[src/rtl/shift_register_fifo_pro_pkg.sv]
// Shared constants for the shift-register FIFO.
// Default geometry and occupancy-counter width derivation.
package shift_register_fifo_pro_pkg;

  localparam int DEF_WIDTH = 8;
  localparam int DEF_DEPTH = 8;

  function automatic int cnt_width(input int depth);
    return $clog2(depth + 1);
  endfunction

endpackage

[src/rtl/shift_register_fifo_pro_entry_reg.sv]
// One FIFO storage slot: register with reset, clear and enable.
// Reset wins over clear, clear wins over enable.
import shift_register_fifo_pro_pkg::*;

module fifo_entry_reg #(
  parameter int WIDTH = DEF_WIDTH
) (
  input  logic             clk,
  input  logic             rst,
  input  logic             clr,
  input  logic             en,
  input  logic [WIDTH-1:0] d,
  output logic [WIDTH-1:0] q
);

  always_ff @(posedge clk) begin
    if (rst) begin
      q <= '0;
    end else if (clr) begin
      q <= '0;
    end else if (en) begin
      q <= d;
    end
  end

endmodule

[src/rtl/shift_register_fifo_pro.sv]
// Shift-register FIFO, first-word-fall-through, head at entry 0.
// Pops shift every entry toward the head; pushes land at the tail.
import shift_register_fifo_pro_pkg::*;

module shift_register_fifo_pro #(
  parameter int WIDTH    = DEF_WIDTH,
  parameter int DEPTH    = DEF_DEPTH,
  parameter int AF_LEVEL = DEPTH - 1,
  parameter int AE_LEVEL = 1,
  localparam int CNTWID  = cnt_width(DEPTH)
) (
  input  logic              clk,
  input  logic              rst,
  input  logic              flush,
  input  logic              push,
  input  logic              pop,
  input  logic [WIDTH-1:0]  data_in,
  output logic [WIDTH-1:0]  data_out,
  output logic              empty,
  output logic              full,
  output logic              almost_full,
  output logic              almost_empty,
  output logic [CNTWID-1:0] count,
  output logic              overflow,
  output logic              underflow
);

  if (DEPTH < 2) begin : g_bad_depth
    $error("DEPTH must be at least 2");
  end
  if (AF_LEVEL > DEPTH) begin : g_bad_af
    $error("AF_LEVEL must not exceed DEPTH");
  end
  if (AE_LEVEL > DEPTH) begin : g_bad_ae
    $error("AE_LEVEL must not exceed DEPTH");
  end

  logic [DEPTH-1:0][WIDTH-1:0] q;
  logic [CNTWID-1:0]           count_q;
  logic [CNTWID-1:0]           wr_idx;
  logic                        push_acc;
  logic                        pop_acc;
  logic                        ovf_q;
  logic                        unf_q;

  assign empty        = (count_q == '0);
  assign full         = (int'(count_q) == DEPTH);
  assign almost_full  = (int'(count_q) >= AF_LEVEL);
  assign almost_empty = (int'(count_q) <= AE_LEVEL);
  assign count        = count_q;
  assign data_out     = q[0];
  assign overflow     = ovf_q;
  assign underflow    = unf_q;

  assign push_acc = push & (~full | pop);
  assign pop_acc  = pop & ~empty;
  // Tail slot after any same-cycle shift.
  assign wr_idx   = count_q - CNTWID'(pop_acc);

  always_ff @(posedge clk) begin
    if (rst) begin
      count_q <= '0;
      ovf_q   <= 1'b0;
      unf_q   <= 1'b0;
    end else if (flush) begin
      count_q <= '0;
    end else begin
      count_q <= count_q + CNTWID'(push_acc)
                         - CNTWID'(pop_acc);
      if (push & full & ~pop) ovf_q <= 1'b1;
      if (pop & empty)        unf_q <= 1'b1;
    end
  end

  for (genvar i = 0; i < DEPTH; i++) begin : g_entry
    logic [WIDTH-1:0] shift_src;
    logic [WIDTH-1:0] d;

    if (i == DEPTH - 1) begin : g_top
      assign shift_src = '0;
    end else begin : g_mid
      assign shift_src = q[i+1];
    end

    always_comb begin
      d = q[i];
      if (pop_acc) d = shift_src;
      if (push_acc && wr_idx == CNTWID'(i))
        d = data_in;
    end

    fifo_entry_reg #(
      .WIDTH(WIDTH)
    ) u_reg (
      .clk(clk),
      .rst(rst),
      .clr(flush),
      .en (push_acc | pop_acc),
      .d  (d),
      .q  (q[i])
    );
  end

endmodule

[config.mk]
export PLATFORM = sky130hd
export DESIGN_NAME = shift_register_fifo_pro
export DESIGN_NICKNAME = d
export VERILOG_FILES = /design/src/rtl/shift_register_fifo_pro_pkg.sv /design/src/rtl/shift_register_fifo_pro_entry_reg.sv /design/src/rtl/shift_register_fifo_pro.sv
export SDC_FILE = /design/constraint.sdc
export NUM_CORES = 1
export LEC_CHECK = 0
export BUFFER_PORTS_ARGS = -buffer_cell sky130_fd_sc_hd__buf_2
export CAP_MARGIN = 20
export CORE_ASPECT_RATIO = 1.2
export CORE_MARGIN = 8
export CORE_UTILIZATION = 30
export DETAILED_ROUTE_END_ITERATION = 16
export PLACE_DENSITY = 0.47
export SETUP_SLACK_MARGIN = 0.05
export SYNTH_ARGS = -nofsm -noshare
export SYNTH_HDL_FRONTEND = slang
export SYNTH_SLANG_ARGS = --single-unit
[constraint.sdc]
create_clock -name clk -period 6.7 [get_ports clk]
set_input_delay 1.34 -clock clk [delete_from_list [all_inputs] [get_ports clk]]
set_output_delay 1.34 -clock clk [all_outputs]
set_load 0.1 [all_outputs]
==> impl_results.md <==
- Worst setup path start: count[2]
- Buffers inserted by post-CTS timing repair: 0
- # fillers: 1269
- CP Capture Type: flip-flop
- CTS Root Cell: clkbuf_16
- WL final: 10.78 mm
- Finished Cell Area: 4173 µm²
- Vias: 3028
- Max IR drop VDD: 0.1506 mV
- Synth Area in Simple Gates: 14.01%
- Fmax: 0.2463 GHz
- Syn Nets: 403
- Final #Nets: 422
- Die H: 136.6 µm
- Final setup violation count: 0
- YS warnings: 0
- CP max stage cell: ha_1
- Post-DP Area: 3871 µm²
- Initial antenna violation count: 0
- WP buf/inv: 2
- Detailed Place HPWL: 7.939 mm
- Max FO, Critical Path: 25
- Top post-synthesis cells by area: dfxtp_1 39%, o211a_1 6.6%, o221a_2 4.6%
- GPL Wtd Cong: 0.7971
- Antenna cells: 0
- Die area: 15910 µm²
- Top cell type's share of synthesized area: 38.55%
- Clock skew: 0.007174 ns
- Worst reg-to-reg path cell count: 12
- Top cells by count, synth: 70 x dfxtp_1, 39 x nor2_1, 25 x inv_1, 24 x o211a_1, 19 x a21oi_1
- Cts hold-fix bufs: 0
- PwrDens: 337.7 nW/µm²
- Row Count: 44
- Max Cap Viol: 0
- Worst path cell trace: inv_1, ha_1, nor3b_2, nand2b_1, inv_1, ha_1, ha_1, nor4bb_1, and2_1, nand3_1, a22oi_1, o211a_1
- CP Capture Point: g_entry[1].u_reg.q[7]
- Compound-cell area share of the yosys netlist: 32.77%
- Worst-Margin Slew: 0.9210 ns
- CP Data Required Time: 6.97 ns
- Reg2reg start: count[2]
- Slew headroom: 38.60%
- R2R Setup Slk: 2.64 ns
- Seq/Total Area, Yosys: 38.55%
- Vias in the first global route: 2942
- Critical path class: flip-flop to flip-flop
- Post-Synth XOR/XNOR Area: 0.9294%
- Most used cell, CP: ha_1
- Layout area overhead: 14.80%
- DRC Markers: 0
- Skew-Pair Late Insertion Delay: 0.33 ns
- Share of layout cells above drive strength 1: 23.50%
- Detail-routed via count per cell: 5.398
- CTS Buffer Depth: 2
- WL per Instance: 19.21 µm
- CP Depth: 12
- CTS resizes: 0
- Number of clock sinks: 70
- Final Hold Fails: 0
- Clock transition at the registers of the reported paths: 0.06 ns
- Main flop type after synthesis: dfxtp_1
- CP arrival: 4.33 ns
- Tcrit/Tclk final: 60.61%
- Area leader, netlist: dfxtp_1
- Worst reg2reg endpoint: g_entry[1].u_reg.q[7]
- CP delay by family, top: simple AND/OR/NAND/NOR gates
- #FFs+latches synth: 70
- CTS tree: done
- Ys async rst share: 0%
- Num CTS Buffers: 9
- EDFF count, synth: 0
- Status: complete, no violations
- Adder-cell share of the synthesized area: 5.026%
- First-pass GRT wire length: 16.99 mm
- DRT iter0 DRCs: 265
- Synthesized area: 3635 µm²
- Post-route ant nets: 0
- IO buf count: 30
- Slew Limit Fails: 0
- Post-synthesis mux area share: 2.478%
- Total track usage: 14.14%
- Syn_area_per_cell: 9.667 µm²
- Hold/Removal Path Class: flip-flop to flip-flop
- Most frequent cell after synthesis: dfxtp_1
- IO Pins: 31
- RSZ-0062 raised after global routing: false
- Clock period minus worst slack: 4.061 ns
- Crit path launch type: flip-flop
- Starting density of the core: 30.43%
- DRT Pass-1 Iters: 4
- H-tree levels: 3
- Syn Inst Count: 376
- Yosys cell types: 56
- Main combinational cell family by area after synthesis: compound AO/OA/AOI/OAI gates
- Largest net degree at the start of global routing: 36
- Leak pwr: 1.791 nW
- Gr ovfl total: 0
- Die width: 116.5 µm
- Setup_tns: 0 ns
- Crit path largest cell delay: 0.89 ns
- Core Region: 11950 µm²
through the flow:
step	total power, mW	util (%)	std cells	setup WS, ns	hold WS [ns]
3_5_place_dp	0.9340	32.40	545	2.359	0.4652
5_1_grt	1.479	34.93	561	2.252	0.4891
3_3_place_gp	0.9344	32.40	545	2.433	0.4460
4_1_cts	1.420	34.93	561	2.642	0.4737
2_1_floorplan	0.8516	-	376	1.996	0.4390
6_report	1.409	34.93	561	2.639	0.4690
worst min path at each step:
stage / startpoint / slack (ns) / cells past startpoint / end
2_1_floorplan: g_entry[2].u_reg.q[0] / 0.44 / 2 / g_entry[2].u_reg.q[0]
3_3_place_gp: overflow / 0.45 / 2 / overflow
5_1_grt: g_entry[3].u_reg.q[5] / 0.49 / 2 / g_entry[2].u_reg.q[5]
6_report: g_entry[7].u_reg.q[0] / 0.47 / 2 / g_entry[7].u_reg.q[0]
4_1_cts: g_entry[7].u_reg.q[0] / 0.47 / 2 / g_entry[7].u_reg.q[0]
3_5_place_dp: g_entry[7].u_reg.q[0] / 0.47 / 2 / g_entry[7].u_reg.q[0]
registers in the layout, indices dropped and copies added (netlist names):
register	count
g_entry.u_reg.q	64
underflow	1
overflow	1
count	4
layer usage:
| layer | global-route usage, % | vias up | wire, µm |
|---|---|---|---|
| met5 | 0 | - | 0 |
| met4 | 7.220 | 0 | 407 |
| met3 | 3.091 | 19 | 554 |
| met2 | 22.35 | 94 | 4969 |
| met1 | 17.66 | 1459 | 4847 |
| li1 | - | 1456 | - |
worst register-to-register path: stages, from the launching register on:
cell and delay [ns]:
dfxtp_1 0.36, inv_1 0.19, ha_1 0.22, nor3b_2 0.31, nand2b_1 0.40, inv_1 0.12, ha_1 0.22, ha_1 0.89
nor4bb_1 0.36, and2_1 0.21, nand3_1 0.30, a22oi_1 0.28, o211a_1 0.17
layout make-up:
cell class / instances / area, µm² / area share [%]
Clock inverter: 5 / 58.81 / 1.409
Inverter: 25 / 93.84 / 2.249
Multi-Input combinational cell: 257 / 2009 / 48.16
Timing Repair Buffer: 32 / 165.2 / 3.958
Clock buffer: 11 / 242.7 / 5.817
Tap cell: 161 / 201.4 / 4.828
Sequential cell: 70 / 1401 / 33.58
cell families (layout without fill, tap and decap cells):
kind of cell,after synthesis,in the layout
DFF,70,70
buffers and inverters,49,73
muxes,8,8
AOI/OAI and AO/OA,139,139
adders and majority gates,14,14
xor gates and xnor gates,3,3
and+or+nand+nor,93,93
power breakdown:
part	switching, mW	internal (mW)	total (mW)
Sequential	0.0219	0.445	0.467
Clock	0.183	0.298	0.482
Combinational	0.340	0.121	0.461
layout by cell type (no fill, tap or decap), types with 3 or more instances in the layout:
| master | instances |
|---|---|
| nand3_1 | 12 |
| ha_1 | 13 |
| a31oi_1 | 18 |
| o31ai_1 | 8 |
| inv_1 | 25 |
| and2_1 | 4 |
| dfxtp_1 | 70 |
| buf_2 | 30 |
| o221a_1 | 9 |
| a21o_1 | 5 |
| o21ai_0 | 8 |
| o221a_2 | 15 |
| a221oi_2 | 3 |
| nand2_1 | 15 |
| o211a_1 | 24 |
| a221oi_1 | 5 |
| clkbuf_16 | 9 |
| a21oi_1 | 19 |
| mux2_2 | 7 |
| a22oi_1 | 16 |
| nor2_1 | 38 |
(Power assumes the default switching activity.)
